### config.mk
export PLATFORM = sky130hd
export DESIGN_NAME = pipe_stage_elastic
export DESIGN_NICKNAME = d
export VERILOG_FILES = /design/src/rtl/pipe_stage_elastic.sv
export SDC_FILE = /design/constraint.sdc
export NUM_CORES = 1
export LEC_CHECK = 0
export ABC_AREA = 1
export CELL_PAD_IN_SITES_DETAIL_PLACEMENT = 1
export CELL_PAD_IN_SITES_GLOBAL_PLACEMENT = 2
export CORE_MARGIN = 2
export CORE_UTILIZATION = 20
export CTS_CLUSTER_SIZE = 20
export DETAILED_ROUTE_END_ITERATION = 10
export PLACE_DENSITY_LB_ADDON = 0.15
export SKIP_LAST_GASP = 1
export SLEW_MARGIN = 30
export SYNTH_ARGS = -nofsm -noshare
export SYNTH_HDL_FRONTEND = slang
export SYNTH_SLANG_ARGS = --single-unit
### constraint.sdc
create_clock -name clk -period 3.75 [get_ports clk]
set_clock_uncertainty 0.05 [all_clocks]
set_input_delay 1.125 -clock clk [delete_from_list [all_inputs] [get_ports clk]]
set_output_delay 1.125 -clock clk [all_outputs]
set_load 0.02 [all_outputs]
### src/rtl/pipe_stage_elastic.sv
// ============================================================================
// Module   : pipe_stage_elastic
// Purpose  : Elastic valid/ready pipeline register carrying a control and a
//            data bundle; control is zeroed on every bubble. Define macro
//            PIPE_STAGE_SKID_EN to add a second (skid) entry.
// Revision : 1.0 - initial release
// ============================================================================
`default_nettype none

module pipe_stage_elastic #(
   parameter int CTRL_W = 8,
   parameter int DATA_W = 96
) (
   input  logic              clk,
   input  logic              reset,
   input  logic              flush,
   input  logic              in_valid,
   output logic              in_ready,
   input  logic [CTRL_W-1:0] in_ctrl,
   input  logic [DATA_W-1:0] in_data,
   output logic              out_valid,
   input  logic              out_ready,
   output logic [CTRL_W-1:0] out_ctrl,
   output logic [DATA_W-1:0] out_data,
   output logic [1:0]        occupancy
);

   logic in_xfer;
   logic out_xfer;

`ifdef PIPE_STAGE_SKID_EN
   // State encoding equals the entry count, so occupancy reads the state directly.
   localparam logic [1:0] S_EMPTY = 2'd0;
   localparam logic [1:0] S_ONE   = 2'd1;
   localparam logic [1:0] S_TWO   = 2'd2;

   logic [1:0]        state_q, state_d;
   logic              in_ready_q, in_ready_d;
   logic [CTRL_W-1:0] head_ctrl_q, head_ctrl_d, skid_ctrl_q, skid_ctrl_d;
   logic [DATA_W-1:0] head_data_q, head_data_d, skid_data_q, skid_data_d;

   assign in_xfer  = in_valid & in_ready_q;
   assign out_xfer = (state_q != S_EMPTY) & out_ready;

   always_ff @(posedge clk or posedge reset) begin
      if (reset) begin
         state_q     <= S_EMPTY;
         in_ready_q  <= 1'b1;
         head_ctrl_q <= '0;
         head_data_q <= '0;
         skid_ctrl_q <= '0;
         skid_data_q <= '0;
      end else begin
         state_q     <= state_d;
         in_ready_q  <= in_ready_d;
         head_ctrl_q <= head_ctrl_d;
         head_data_q <= head_data_d;
         skid_ctrl_q <= skid_ctrl_d;
         skid_data_q <= skid_data_d;
      end
   end

   always_comb begin
      state_d = state_q;
      if (flush) begin
         state_d = S_EMPTY;
      end else begin
         case (state_q)
            S_EMPTY: if (in_xfer) state_d = S_ONE;
            S_ONE: begin
               if (in_xfer && !out_xfer)      state_d = S_TWO;
               else if (!in_xfer && out_xfer) state_d = S_EMPTY;
            end
            S_TWO:   if (out_xfer) state_d = S_ONE;
            default: state_d = S_EMPTY;
         endcase
      end
      // Registered ready: decided from the next state, never from out_ready.
      in_ready_d = (state_d != S_TWO);
   end

   // Storage is cleared whenever an entry leaves, keeping out_* zero on bubbles.
   always_comb begin
      head_ctrl_d = head_ctrl_q;
      head_data_d = head_data_q;
      skid_ctrl_d = skid_ctrl_q;
      skid_data_d = skid_data_q;
      if (flush) begin
         head_ctrl_d = '0;
         head_data_d = '0;
         skid_ctrl_d = '0;
         skid_data_d = '0;
      end else begin
         case (state_q)
            S_EMPTY: begin
               if (in_xfer) begin
                  head_ctrl_d = in_ctrl;
                  head_data_d = in_data;
               end
            end
            S_ONE: begin
               if (in_xfer && out_xfer) begin
                  head_ctrl_d = in_ctrl;
                  head_data_d = in_data;
               end else if (in_xfer) begin
                  skid_ctrl_d = in_ctrl;
                  skid_data_d = in_data;
               end else if (out_xfer) begin
                  head_ctrl_d = '0;
                  head_data_d = '0;
               end
            end
            S_TWO: begin
               if (out_xfer) begin
                  head_ctrl_d = skid_ctrl_q;
                  head_data_d = skid_data_q;
                  skid_ctrl_d = '0;
                  skid_data_d = '0;
               end
            end
            default: ;
         endcase
      end
   end

   always_comb begin
      out_valid = (state_q != S_EMPTY);
      in_ready  = in_ready_q;
      occupancy = state_q;
      out_ctrl  = head_ctrl_q;
      out_data  = head_data_q;
   end

`else
   localparam logic S_EMPTY = 1'b0;
   localparam logic S_FULL  = 1'b1;

   logic              state_q, state_d;
   logic [CTRL_W-1:0] ctrl_q, ctrl_d;
   logic [DATA_W-1:0] data_q, data_d;

   assign in_xfer  = in_valid & in_ready;
   assign out_xfer = (state_q == S_FULL) & out_ready;

   always_ff @(posedge clk or posedge reset) begin
      if (reset) begin
         state_q <= S_EMPTY;
         ctrl_q  <= '0;
         data_q  <= '0;
      end else begin
         state_q <= state_d;
         ctrl_q  <= ctrl_d;
         data_q  <= data_d;
      end
   end

   always_comb begin
      state_d = state_q;
      if (flush) begin
         state_d = S_EMPTY;
      end else begin
         case (state_q)
            S_EMPTY: if (in_xfer) state_d = S_FULL;
            S_FULL:  if (out_xfer && !in_xfer) state_d = S_EMPTY;
            default: state_d = S_EMPTY;
         endcase
      end
   end

   always_comb begin
      ctrl_d = ctrl_q;
      data_d = data_q;
      if (flush) begin
         ctrl_d = '0;
         data_d = '0;
      end else if (in_xfer) begin
         ctrl_d = in_ctrl;
         data_d = in_data;
      end else if (out_xfer) begin
         ctrl_d = '0;
         data_d = '0;
      end
   end

   always_comb begin
      out_valid = (state_q == S_FULL);
      in_ready  = !out_valid | out_ready;
      occupancy = {1'b0, state_q};
      out_ctrl  = ctrl_q;
      out_data  = data_q;
   end
`endif

endmodule

`default_nettype wire

* Word level (Yosys, flattened, before mapping)
Cells that the tools add are included.
** Storage, ports and cells
- Input port bits :: 109
- Word-level logic and storage cells :: 21
- Output and inout port bits :: 108
- Register bits after elaboration :: 105
** Cells by class
- Reduce and logical (&&, ||, !) cells :: 4
- Muxes and demuxes :: 10
- Bitwise gates (word level) :: 4
** Operators with widths (count)
- $mux W96 :: 3
- $mux W8 :: 3
- $mux W1 :: 3
- $reduce_bool A3 Y1 :: 1
- $and A1 B1 Y1 :: 2
- $logic_not A1 Y1 :: 2
- $pmux W1 S2 :: 1
- $logic_and A1 B1 Y1 :: 1
- $not A1 Y1 :: 1
- $or A1 B1 Y1 :: 1

* Longest topological paths before layout
Gate-level depths: netlist (run 1).
- Depth in word-level cells :: 8
- Depth in mapped cells :: 7
- Gate-level depth less buffers :: 5

* Worst setup path after synthesis (run 1)
OpenSTA, ideal clock, no wires.
- Kind :: in2out
- Start point :: input port out_ready
- End point :: output port in_ready
- Arrival time :: 1.503 ns
- Buffers on the path :: 1
- Stages :: 3
- Data required time :: 2.575 ns
- Path slack :: 1.072 ns
- Cells stage by stage :: inv_1 > nand2_2 > buf_2
** Between the ends
- Longest elaborated chain between the ends :: 1
** Ends and longest elaborated chain
- from (decl) :: line 22 : input logic out_ready,
- $or A1 B1 Y1 :: line 187 : in_ready = !out_valid | out_ready;
- to (decl) :: line 18 : output logic in_ready,
Every way passes these cells.

* Worst setup path in the final report (run 1)
Same ends and word-level chain as after synthesis.

==> reports/qor.yml, run 1 <==
outcome:
  status: "finished, final reports clean"
layout:
  finish.instance_area_sq_um: 7050
  drive_gt1_share_pct: 4.48
  n_fill_cell: 2471
  final_common_cell: "clkdlybuf4s50_1"
  ff_latch_area_sq_um: 2630
  diodes: 0
  final_net_count: 774
  area_growth_syn_to_layout_pct: 60.9
  utilization_pct: 32.5
  multiInputGateArea_sq_um: 1480
  final_cell_mix: "clkdlybuf4s50_1 (215), nand3_1 (208), nand2_1 (105), dfrtp_1 (105), clkbuf_16 (9)"
cts:
  insertion_delay_ns: 0.34
  clkTransAtPathRegs_ns: 0.07
  cts_sinks: 105
  postCtsSetupRepairBufs: 0
  ctsResizeCount: 0
  clockBufferDepth: 2
  ctsHoldBuffers: 0
  htreeDepth: 3
  cts_buffers: 9
  cts-root-buf: "clkbuf_16"
  cts_tree: "yes"
logic_synthesis:
  synth_compound_area_share_pct: 0.114
  syn_inst: 474
  synthDistinctLibCells: 14
  syn-num-nets: 583
  synthMuxAreaShare_pct: 0
  synth_top_family_by_area: "simple AND/OR/NAND/NOR gates"
  yosysSeqAreaShare_pct: 60.0
  synth-seq-cells: 105
  synth-simple-area-share_pct: 33.3
  synthAdderAreaFrac_pct: 0
  synth_area_sq_um: 4380
  synth_xor_area_share_pct: 0
  syn_area_per_cell_sq_um: 9.24
  ys_warn_count: 0
placed_design:
  place.gp.congestion: 0.690
  dpl_cell_area_sq_um: 6750
  hpwl_mm: 10.8
  io_buffers: 215
timing:
  slew_viol_final: 0
  relSlewSlack_pct: 47.7
  setup_violations: 0
  post-route-min-period_ns: 3.49
  tns_ns: 0
  rsz0062_at_grt: "false"
  fmax_mhz: 286
  worst_pin_slew_ns: 0.785
  post-route-period-util_pct: 93.2
  hold_violations: 0
  timing.hold.ws_ns: 0.452
drt:
  finalWirelength_mm: 16.2
  drcViolationCount: 0
  viasPerCell: 4.44
  drtPass1Iterations: 4
  drtIter0Drc: 204
  ant_nets: 0
  routed-via-count: 4216
  wl_per_cell_microns: 17.1
die:
  placementRows: 54
  floorplan.initialDensity_pct: 20.2
  die-area_sq_um: 23100
  dieWidth_microns: 152
  pin_count: 217
  fp.dieH_microns: 152
  core_sq_um: 21700
global_routing:
  grt_max_degree: 66
  overflow: 0
  grt_pass1_wl_mm: 26.3
  antenna_found_initial: 1
  grt_pass1_vias: 4594
  track_usage_pct: 14.2
worst_setup_path:
  criticalPathCategory: "in2out"
  timing.rr.start: "out_valid"
  arrival_ns: 2.32
  endpoint_kind: "primary output"
  cp-startpoint: "out_ready"
  crit_path_start_kind: "input pin"
  r2r_cells: 5
  worst-path-max-fanout: 2
  worstReg2RegEnd: "out_ctrl[7]"
  r2r_slack_ns: 1.59
  cp.required_ns: 2.57
min_path:
  holdPathStages: 2
  min_from: "out_data[68]"
  worstHoldEndpoint: "out_data[68]"
  hp-class: "reg2reg"
pwr:
  p_leak_nw: 3.30
  ir_drop_mv: 0.178
  cellPowerDensity_nw_per_um2: 389
job:
  drv_cap: 0
## sequential cells by signal, summed over array words and instances (netlist names)
signal,count
out_data,96
out_valid,1
out_ctrl,8
## Yosys cell counts
master	instances	area (sq um)
inv_1	4	15.0
nand3_1	208	1040
nor2_4	1	11.3
clkbuf_1	7	26.3
buf_1	6	22.5
buf_2	22	110
a21oi_1	1	5.00
dfrtp_1	105	2630
nand2_2	2	12.5
buf_4	4	30.0
inv_2	1	3.75
nand2_1	105	394
conb_1	1	3.75
buf_6	7	78.8
## metrics by stage
step	instances	setup slack, ns	power (mW)
CTS	950	0.242	2.80
floorplan	474	1.07	1.49
finish	950	0.257	2.74
detailed placement	934	0.244	1.81
global route	950	0.219	2.89
global placement	934	0.217	1.80
## critical path, cell delays in order
cell and delay (ns):
clkdlybuf4s50_1 0.46, inv_1 0.06, nand2_4 0.07, clkdlybuf4s50_1 0.60
## area by class of cell
class | count | area share (%)
Clock buffer | 12 | 3.50
Clock inverter | 4 | 0.745
Inverter | 5 | 0.337
Multi-Input combinational cell | 318 | 21.0
Sequential cell | 105 | 37.3
Tap cell | 280 | 4.97
Timing Repair Buffer | 226 | 32.2
## power breakdown
part / switching [mW] / internal (mW) / total [mW]
clock network: 0.432 / 0.538 / 0.969
registers: 0.0369 / 1.20 / 1.23
logic: 0.285 / 0.255 / 0.540
## per-layer routing
metal	vias to the layer above	routed length, microns	global-route usage [%]
met3	17	1550	6.10
met2	169	7060	21.3
met1	2060	7370	18.9
met5	-	11	0
li1	1968	-	-
met4	2	233	3.34
## worst max-delay path by stage
| stage | slack, ns | cells past startpoint | end |
|---|---|---|---|
| 2_1_floorplan | 1.07 | 3 | in_ready |
| 3_3_place_gp | 0.22 | 4 | in_ready |
| 3_5_place_dp | 0.24 | 4 | in_ready |
| 4_1_cts | 0.24 | 4 | in_ready |
| 5_1_grt | 0.22 | 4 | in_ready |
| 6_report | 0.26 | 4 | in_ready |
## cell families (layout without fill, tap and decap cells)
family / Yosys count / in the layout
AND/OR/NAND/NOR: 316 / 316
flip-flops: 105 / 105
buffers and inverters: 51 / 247
other: 1 / 1
AO/OA/AOI/OAI: 1 / 1
Power figures use the tool's default switching activity.
==> inputs of run 2 (changes only) <==
--- a/config.mk
+++ b/config.mk
@@ -14,7 +14,6 @@
 export DETAILED_ROUTE_END_ITERATION = 10
 export PLACE_DENSITY_LB_ADDON = 0.15
 export SKIP_LAST_GASP = 1
-export SLEW_MARGIN = 30
 export SYNTH_ARGS = -nofsm -noshare
 export SYNTH_HDL_FRONTEND = slang
 export SYNTH_SLANG_ARGS = --single-unit
==> results of run 2 <==
The final DEF is identical to that of run 1; final timing and power are the same.
==> RTL edit: new RTL, flow settings as in run 2 <==
The option `PIPE_STAGE_SKID_EN` is turned on by a define.
--- a/src/rtl/pipe_stage_elastic.sv
+++ b/src/rtl/pipe_stage_elastic.sv
@@ -7,4 +7,6 @@
 // ============================================================================
 `default_nettype none
+
+`define PIPE_STAGE_SKID_EN
 
 module pipe_stage_elastic #(
Function: changed (Yosys sat finds a counterexample within 4 cycles, from zero or initial values and one cycle with reset high).
==> RTL edit against run 2 <==
  * Sequential share of layout area is 2.0 points higher
  * Power rose to 2.7 times the old value
  * Sequential cell count grew 106
  * Cell area grew 91%
  * Hold slack worse by 25 ps
  * Largest power group is now clock
  * Synthesized area grew 120%
  * Worst setup slack gained 230 ps
  * Utilization is 3.8 points lower
  * Wire length is 110% higher
==> RTL edit: results (changes against run 2) <==
| Metric | Value |
|---|---|
| Placed insts | 2043 (was 934) |
| Global-route usage over all layers | 14.30% (was 14.17%) |
| Layout cell share with drive strength beyond 1 | 5.503% (was 4.478%) |
| R2R setup slack | 1320 ps (was 1590 ps) |
| Most frequent cells after synthesis | nand2_1, dfrtp_1, o21ai_0 (was nand3_1, dfrtp_1, nand2_1) |
| Adder-Cell Fraction of Synth Area | 0.5255% (was 0%) |
| Syn avg cell area | 7.476 um2 (was 9.244 um2) |
| Ranking of synthesized cells by area | dfrtp_1, nand2_1, o21ai_0 (was dfrtp_1, nand3_1, nand2_1) |
| Number of global-route vias before repair | 9244 (was 4594) |
| Hold WS | 426.1 ps (was 451.5 ps) |
| Area of placed instances | 12430 um2 (was 6751 um2) |
| Layout Nets | 1580 (was 774) |
| DP HPWL | 21120 um (was 10780 um) |
| Hold_sp | out_data[82] (was out_data[68]) |
| Initial antenna violation count | 4 (was 1) |
| PortBufs | 216 (was 215) |
| Clock Power Share | 39.1% (was 35.4%) |
| Pint | 5.094 mW (was 1.988 mW) |
| Via count | 8644 (was 4216) |
| Final setup margin | 490.1 ps (was 256.7 ps) |
| Outcome | completed (unchanged) |
| H-tree depth | 1 (was 3) |
| CTS Buffer Depth | 3 (was 2) |
| Register area share after synthesis | 55.45% (was 59.97%) |
| P_comb | 1.72 mW (was 0.540 mW) |
| First-pass GRT wire length | 55700 um (was 26330 um) |
| Worst r2r src | occupancy[0] (was out_valid) |
| Inserted Clock Buffers | 29 (was 9) |
| Largest net degree at the start of global routing | 133 (was 66) |
| CP Max Fanout | 7 (was 2) |
| Normalized max-slew margin | 34.87% (was 47.66%) |
| Fillers | 5645 (was 2471) |
| Post-Syn Nets | 1387 (was 583) |
| Final Instance Area | 13440 um2 (was 7051 um2) |
| Netlist cell types | 19 (was 14) |
| Clock Latency Late Sink | 560 ps (was 340 ps) |
| Pre-CTS setup slack | 515.4 ps (was 244.4 ps) |
| Routed WL per cell | 16.54 um (was 17.07 um) |
| Worst R2R Path Depth | 9 (was 5) |
| Routed Wire Length | 34670 um (was 16220 um) |
| Iter 0 DRT Violations | 423 (was 204) |
RTL edit: cell count changes after synthesis, sizes merged, moves of 34 or more:
cell           run 2  this run
clkbuf             7        41
dfrtp            105       210
o21ai              0       108
nand3            208         8
nand2            107       846
RTL edit: worst max-delay path by stage:
stage | end | cells past startpoint
CTS | out_valid | 4
detailed placement | skid_data_q[51] | 6
finish | out_valid | 4
floorplan | occupancy[0] | 1
global placement | out_data[35] | 8
global route | out_valid | 4
RTL edit: area by class of cell:
class                           count  share of cell area, %
Clock inverter                     14                  1.322
Multi-Input combinational cell    976                  29.04
Clock buffer                       40                  6.154
Timing Repair Buffer              239                  18.21
Tap cell                          607                  5.651
Inverter                           10                 0.3259
Sequential cell                   211                  39.30
RTL edit: layer usage:
metal | vias to the layer above | GRT usage [%] | wire [um]
met1 | 4146 | 20.38 | 17140
met2 | 146 | 22.30 | 15310
met4 | 8 | 2.703 | 586
met3 | 48 | 3.121 | 1583
li1 | 4296 | - | -
met5 | - | 0 | 51
